===== config.mk =====
export PLATFORM = sky130hd
export DESIGN_NAME = bridge_cmd_responder
export DESIGN_NICKNAME = d
export VERILOG_FILES = /design/src/rtl/bridge_cmd_responder.sv
export SDC_FILE = /design/constraint.sdc
export NUM_CORES = 1
export LEC_CHECK = 0
export ABC_AREA = 1
export CAP_MARGIN = 20
export CORE_AREA = 10 10 298 300
export DETAILED_ROUTE_END_ITERATION = 10
export DIE_AREA = 0 0 308 310
export RECOVER_POWER = 50
export REMOVE_ABC_BUFFERS = 1
export SYNTH_ARGS = -nofsm -noshare
export SYNTH_HDL_FRONTEND = slang
export SYNTH_SLANG_ARGS = --single-unit

===== constraint.sdc =====
create_clock -name clk -period 2.2 [get_ports clk]
set_clock_uncertainty 0.2 [all_clocks]
set_input_delay 0.44 -clock clk [delete_from_list [all_inputs] [get_ports clk]]
set_output_delay 0.44 -clock clk [all_outputs]
set_load 0.02 [all_outputs]

===== src/rtl/bridge_cmd_responder.sv =====
// bridge_cmd_responder: accepts one host command at a time, answers status/unknown commands
// internally and dispatches the rest to per-command core handlers with a timeout guard.
module bridge_cmd_responder #(
    parameter int PARAM_WORDS    = 8,
    parameter int TIMEOUT_CYCLES = 65535
) (
    input  logic                      clk,
    input  logic                      reset_n,
    input  logic                      host_valid,
    input  logic [31:0]               host_word,
    input  logic [PARAM_WORDS*32-1:0] host_param,
    output logic                      host_done,
    output logic [31:0]               host_result,
    input  logic [7:0]                core_status,
    output logic [5:0]                hdl_valid,
    output logic [PARAM_WORDS*32-1:0] hdl_param,
    input  logic [5:0]                hdl_done,
    input  logic [6*32-1:0]           hdl_result
);
    typedef enum logic [1:0] {IDLE, DISPATCH, RESPOND, WAIT_DROP} state_t;

    localparam logic [31:0] TO_LAST = 32'(TIMEOUT_CYCLES - 1);

    state_t                    state_q, state_d;
    logic [5:0]                hdl_valid_q, hdl_valid_d;
    logic [PARAM_WORDS*32-1:0] hdl_param_q, hdl_param_d;
    logic [2:0]                idx_q, idx_d;
    logic [31:0]               cnt_q, cnt_d;
    logic                      host_done_q, host_done_d;
    logic [31:0]               host_result_q, host_result_d;
    logic [15:0]               id;
    logic                      tag_ok;
    logic [2:0]                dec_idx;
    logic                      dec_hit;
    logic                      expire;

    assign id      = host_word[15:0];
    assign tag_ok  = host_word[31:16] == 16'h434D;
    // index 7 marks an id with no handler
    assign dec_idx = id == 16'h0010 ? 3'd0 :
                     id == 16'h0011 ? 3'd1 :
                     id == 16'h0080 ? 3'd2 :
                     id == 16'h0082 ? 3'd3 :
                     id == 16'h008A ? 3'd4 :
                     id == 16'h008F ? 3'd5 : 3'd7;
    assign dec_hit = dec_idx != 3'd7;
    assign expire  = (TIMEOUT_CYCLES != 0) && (cnt_q == TO_LAST);

    always_comb begin
        state_d       = state_q;
        hdl_valid_d   = hdl_valid_q;
        hdl_param_d   = hdl_param_q;
        idx_d         = idx_q;
        cnt_d         = cnt_q;
        host_done_d   = 1'b0;
        host_result_d = 32'h0;
        case (state_q)
            IDLE: if (host_valid) begin
                hdl_param_d = host_param;
                idx_d       = dec_idx;
                cnt_d       = 32'h0;
                if (tag_ok && dec_hit) begin
                    hdl_valid_d = 6'b1 << dec_idx;
                    state_d     = DISPATCH;
                end else begin
                    host_done_d   = 1'b1;
                    host_result_d = (tag_ok && id == 16'h0000) ? {24'h0, core_status} : 32'd1;
                    state_d       = RESPOND;
                end
            end
            DISPATCH: begin
                cnt_d = &cnt_q ? cnt_q : cnt_q + 32'd1;
                if (hdl_done[idx_q] || expire) begin
                    hdl_valid_d   = 6'b0;
                    host_done_d   = 1'b1;
                    host_result_d = hdl_done[idx_q] ? hdl_result[{idx_q, 5'b0} +: 32] : 32'd2;
                    state_d       = RESPOND;
                end
            end
            RESPOND:   state_d = host_valid ? WAIT_DROP : IDLE;
            WAIT_DROP: state_d = host_valid ? WAIT_DROP : IDLE;
        endcase
    end

    always_ff @(posedge clk) begin
        if (!reset_n) begin
            state_q       <= IDLE;
            hdl_valid_q   <= '0;
            hdl_param_q   <= '0;
            idx_q         <= '0;
            cnt_q         <= '0;
            host_done_q   <= 1'b0;
            host_result_q <= '0;
        end else begin
            state_q       <= state_d;
            hdl_valid_q   <= hdl_valid_d;
            hdl_param_q   <= hdl_param_d;
            idx_q         <= idx_d;
            cnt_q         <= cnt_d;
            host_done_q   <= host_done_d;
            host_result_q <= host_result_d;
        end
    end

    assign host_done   = host_done_q;
    assign host_result = host_result_q;
    assign hdl_valid   = hdl_valid_q;
    assign hdl_param   = hdl_param_q;
endmodule


==> out/metrics.yaml, run 1 <==
timing.critical_path.buf_inv: 1
cp_cell_sequence: "clkdlybuf4s50_1"
die_w_um: 308
hold_violations: 0
max_stage_delay_ns: 0.64
synth_cells: 1996
rr_startpoint: "idx_q[1]"
cp_slowest_cell: "clkdlybuf4s50_1"
netlist-cell-type-count: 39
num_vias: 16700
grt_pass1_wl_um: 114000
synthFlopType: "dfxtp_1"
critical_path_arrival_ns: 1.51
rsz0062_at_grt: "yes"
critical_path_class: "flip-flop to output port"
finalInstanceArea_mm2: 0.0248
via_per_inst: 4.21
slew_headroom: 0.627
antenna_found_initial: 26
hpwl_um: 65000
start_util: 0.169
die_h_um: 310
seqCellArea_mm2: 0.00666
cts-root-buf: "clkbuf_16"
io_buffers: 791
total_power_mw: 18.3
setup_viol: 0
drt_wl_total_um: 81800
drive_gt1_frac: 0.0852
netlist_area_mm2: 0.0140
status: "completed"
place_inst: 3879
reg2reg_to: "host_result[5]"
dieArea_mm2: 0.0955
syn_area_per_cell_um2: 7.01
worstMarginPinSlew_ns: 0.554
fin_crit_sh: 0.978
nets: 3344
r2r_slack_ns: 0.10
layout_commonest_cell: "nor2_1"
crit_family: "buffers and inverters"
final_util: 0.300
powerDensity_mw_per_mm2: 738
p_leak_nw: 10.7
worstPathRequired_ns: 1.56
crit_path_end: "host_result[4]"
max-cap-violations: 0
reg2reg_depth: 9
cp.depth: 1
gp_congestion: 0.924
hold_class: "input pin to flip-flop"
fill_cells: 9050
cts_made_buffers: 42
cts_tree: "yes"
startpoint_type: "flip-flop"
clk_pin_slew_ns: 0.06
grt_max_degree: 97
routedWlPerCell_um: 20.6
crit_fanout: 1
overflow: 0
final_cell_mix: "nor2_1 (723), clkdlybuf4s50_1 (528), o21ai_0 (380)"
synth-edff-count: 0
core_mm2: 0.0829
drt-initial-drc-count: 1157
ant_nets: 0
clock_latency_ns: 0.55
ys_seq_area_frac: 0.475
critPathCaptureType: "output port"
clk_path_buf_depth: 3
layoutNonFillerInstCount: 3964
multi_input_area_mm2: 0.00655
num_rows: 106
place_area_mm2: 0.0241
grt_util_all_layers: 0.159
clock.fmax_mhz: 465
yosysWarnings: 0
vdd_ir_drop_max_mv: 0.539
drc: 0
async_flop_share: 0
startpoint: "host_result[4]"
slew_viol_final: 0
grt_pass1_vias: 16700
synth_seq_cells: 332
dr.pass1.iters: 5
io_pins: 792
clock-sinks: 332
fin_crit_ns: 2.15
syn_to_final_growth_pct: 77.6
cts_htree_levels: 2
[where the power goes]
| group | internal [mW] | switching, mW |
|---|---|---|
| registers | 6.53 | 0.251 |
| logic | 1.93 | 2.47 |
| clock network | 4.27 | 2.89 |
[cell usage after synthesis, drive strengths merged (3+ instances only)]
cell type    n  share of area
a211oi       3         0.0020
a21oi       40          0.016
a2bb2oi     19          0.012
buf         17         0.0081
clkbuf     118          0.032
dfxtp      332           0.48
inv         69          0.019
nand2      144          0.039
nand3       35          0.013
nand3b       4         0.0021
nand4       14         0.0063
nor2       730           0.20
nor3        31          0.013
nor3b        4         0.0021
nor4         5         0.0033
o21ai      381           0.14
o22ai       31          0.014
or2          4         0.0018
xor2         5         0.0031
[metrics by stage]
stage / setup slack (ns) / setup TNS (ns) / hold slack [ns]
2_1_floorplan: -7.21 / -1867.07 / 0.247
3_3_place_gp: -0.273 / -24.14 / 0.273
3_5_place_dp: -0.249 / -27.98 / 0.284
4_1_cts: 0.0000883 / 0 / 0.0765
5_1_grt: -0.0266 / -0.109 / 0.0838
6_report: 0.0492 / 0 / 0.0970
[routing by layer]
metal | global-route usage | up-vias | part of all wire
met5 | 0 | - | 0.00033
met2 | 0.284 | 655 | 0.50
met1 | 0.173 | 7701 | 0.38
met4 | 0.0381 | 4 | 0.022
li1 | - | 8214 | -
met3 | 0.0663 | 123 | 0.10
[flip-flops by register name (all words and copies together), names as in the netlist]
register	cells
hdl_param	256
cnt_q	32
host_result	32
hdl_valid	6
idx_q	3
state_q	2
host_done	1
[cell type report]
type	count	area share
timing repair buffer	940	0.346
sequential	332	0.268
multi-input combinational	1459	0.264
tap	1080	0.0544
clock buffer	59	0.0482
inverter	70	0.0108
clock inverter	17	0.00856
antenna	7	0.000705
[cell families (layout without fill, tap and decap cells)]
group | count (synthesis) | after routing | synth area share
AO/OA/AOI/OAI | 479 | 479 | 0.183
XOR/XNOR | 5 | 5 | 0.00313
adder cells (fa/ha/maj) | 2 | 2 | 0.00179
buffers and inverters | 205 | 1086 | 0.0586
flip-flops | 332 | 332 | 0.475
other | 0 | 7 | 0
AND/OR/NAND/NOR | 973 | 973 | 0.279
[what timing repair did]
item	in CTS	in global routing
pin swaps	0	1
buffers inserted	0	2
resized for setup	216	56
hold buffers	0	0
endpoints found under the setup margin	216	89
cloned	0	0
[how the worst min path moves through the flow]
stage	start	to	slack (ns)	cells after the start
6_report	reset_n	hdl_param[246]	0.1	3
5_1_grt	reset_n	hdl_param[45]	0.08	3
3_5_place_dp	cnt_q[26]	cnt_q[26]	0.28	2
2_1_floorplan	cnt_q[13]	cnt_q[13]	0.25	2
3_3_place_gp	cnt_q[7]	cnt_q[7]	0.27	2
4_1_cts	reset_n	hdl_param[45]	0.08	3
Note: power is estimated with default switching activity, not from simulation.
==> run 2: changes to the inputs <==
--- a/config.mk
+++ b/config.mk
@@ -10,6 +10,7 @@
 export CORE_AREA = 10 10 298 300
 export DETAILED_ROUTE_END_ITERATION = 10
 export DIE_AREA = 0 0 308 310
+export GPL_TIMING_DRIVEN = 0
 export RECOVER_POWER = 50
 export REMOVE_ABC_BUFFERS = 1
 export SYNTH_ARGS = -nofsm -noshare
==> run 2 against run 1 <==
Net effect: critical path type is now flip-flop to flip-flop; clock power rose by 6.3%; largest cell class unchanged; clock-buffer cell count fell by 1; routed wire length rose by 4.3%; via count fell by 0.16%; largest power group unchanged; sequential cell count did not move.
==> out/metrics.yaml, run 2 (same netlist as run 1, synthesis figures left out) <==
r2r_slack_ns: 0.04  # -0.06 ns
reg2reg_depth: 12  # +3
routedWlPerCell_um: 22.0  # +6.7%
holdPathEnd: "hdl_param[227]"
num_rows: 106  # unchanged
p_leak_nw: 10.6  # -0.46%
start_util: 0.169  # unchanged
io_buffers: 791  # unchanged
antenna_found_initial: 30  # +15%
slew_headroom: 0.506  # -0.121
rsz0062_at_grt: "yes"
cts_tree: "yes"
largest_register_ff_count: 256  # unchanged
cts_htree_levels: 2  # unchanged
total_power_mw: 18.9  # +2.9%
slew_viol_final: 0  # unchanged
pre_cts_ws_ns: -1.62  # -1.37 ns
critical_path_class: "flip-flop to flip-flop"
setup_viol: 0  # unchanged
via_per_inst: 4.30  # +2.1%
clk_path_buf_depth: 3  # unchanged
die_w_um: 308  # unchanged
gp_congestion: 0.901  # -2.4%
core_mm2: 0.0829  # unchanged
critPathCaptureType: "flip-flop"
hold_buffers: 0  # unchanged
worstPathRequired_ns: 2.48  # +0.92 ns
worstMarginPinSlew_ns: 0.733  # +0.179 ns
final_cell_mix: "nor2_1 (707), clkdlybuf4s50_1 (508), o21ai_0 (377)"
drc: 0  # unchanged
powerDensity_mw_per_mm2: 757  # +2.6%
clock_latency_ns: 0.56  # about the same
worstHoldStart: "reset_n"
vdd_ir_drop_max_mv: 0.498  # -7.6%
overflow: 0  # unchanged
clk_pin_slew_ns: 0.06  # about the same
die_h_um: 310  # unchanged
fin_tns_setup_ns: 0  # unchanged
hold_class: "input pin to flip-flop"
ant_nets: 0  # unchanged
clock.fmax_mhz: 462  # -0.56%
layout_setup_ws_ns: 0.0371  # -0.0121 ns
status: "completed"
num_vias: 16700  # -0.16%
crit_fanout: 30  # +29
layoutNonFillerInstCount: 3875  # -2.2%
startpoint_type: "flip-flop"
critical_path_arrival_ns: 2.44  # +0.93 ns
hpwl_um: 62300  # -4.2%
grt_max_degree: 158  # +63%
dr.pass1.iters: 6  # +1
cts-root-buf: "clkbuf_16"
reg2reg_to: "host_result[16]"
hold_violations: 0  # unchanged
grt_util_all_layers: 0.164  # +0.00446
rr_startpoint: "idx_q[1]"
place_inst: 3748  # -3.4%
cts_made_buffers: 45  # +7.1%
drt-initial-drc-count: 1260  # +8.9%
holdPathStages: 3  # unchanged
fin_crit_sh: 0.983  # +0.00549
dieArea_mm2: 0.0955  # unchanged
nets: 3257  # -2.6%
syn_to_final_growth_pct: 78.1
drive_gt1_frac: 0.0748  # -0.0103
layout_commonest_cell: "nor2_1"
io_pins: 792  # unchanged
max-cap-violations: 0  # unchanged
grt_pass1_vias: 16400  # -1.8%
clock-sinks: 332  # unchanged
drt_wl_total_um: 85300  # +4.3%
final_util: 0.301  # +0.000920
grt_pass1_wl_um: 116000  # +1.8%
fin_crit_ns: 2.16  # +0.0121 ns
-- run 2: changes by cell type in the layout (fill, tap and decap cells not counted), sizes merged, moves of 5 or more --
cell | previous run | this run
buf | 119 | 49
clkbuf | 137 | 88
dlygate4sd2 | 215 | 256
clkdlybuf4s50 | 528 | 508
clkinvlp | 3 | 10
diode | 7 | 2
-- run 2: layer usage --
layer  global-route usage  vias to the layer above  share of wire
met4               0.0500                        2          0.036
met1                0.174                     7725           0.37
met2                0.288                      722           0.49
met3               0.0722                      165           0.11
li1                     -                     8056              -
met5                    0                        -        0.00015
-- run 2: cell type report --
| type | instances | area (um^2) |
|---|---|---|
| clock buffers | 58 | 1210 |
| inverters | 70 | 307 |
| repair buffers | 846 | 8280 |
| diodes | 2 | 5.00 |
| clock inverters | 24 | 307 |
| well taps | 1080 | 1350 |
| flip-flops and latches | 332 | 6660 |
| repair inverters | 1 | 5.00 |
| multi-input cells | 1462 | 6780 |
| fillers | 8974 | 58000 |
-- run 2: worst max-delay path, cell delays in order (launching register included) --
cell and delay (ns):
dfxtp_4 0.42, clkinvlp_4 0.11, buf_12 0.16, nor2_1 0.12
o21ai_0 0.08, nand2_1 0.08, nand2_1 0.07, nand2_2 0.13
nand2_4 0.09, inv_6 0.10, nand2_8 0.10, buf_16 0.20
nor2_4 0.16
-- run 2: what timing repair did --
action / 4_1_cts / 5_1_grt
gates resized for setup: 310 / 59
endpoints found under the setup margin: 589 / 252
pin swaps: 6 / 6
gates cloned: 6 / 6
setup buffers: 14 / 18
-- run 2: power breakdown --
group	leakage [nW]	internal, mW	total [mW]	switching, mW
clock network	0.736	4.54	7.60	3.06
registers	2.74	6.53	6.77	0.244
logic	7.15	1.90	4.49	2.59
-- run 2: worst max path at each step --
stage | from | to | cells past startpoint
after floorplan | state_q[1] | hdl_valid[2] | 8
after detailed placement | host_valid | hdl_param[139] | 8
after CTS | idx_q[1] | host_result[16] | 13
final | idx_q[1] | host_result[16] | 12
after global routing | idx_q[0] | host_result[16] | 10
after global placement | host_valid | hdl_valid[2] | 9
-- run 2: per-stage QoR --
stage                     area [um^2]  hold slack, ns
after floorplan                 13400           0.247
after global placement          22700           0.270
after detailed placement        23100           0.271
after CTS                       24700           0.157
after global routing            24900           0.195
final                           24900           0.175
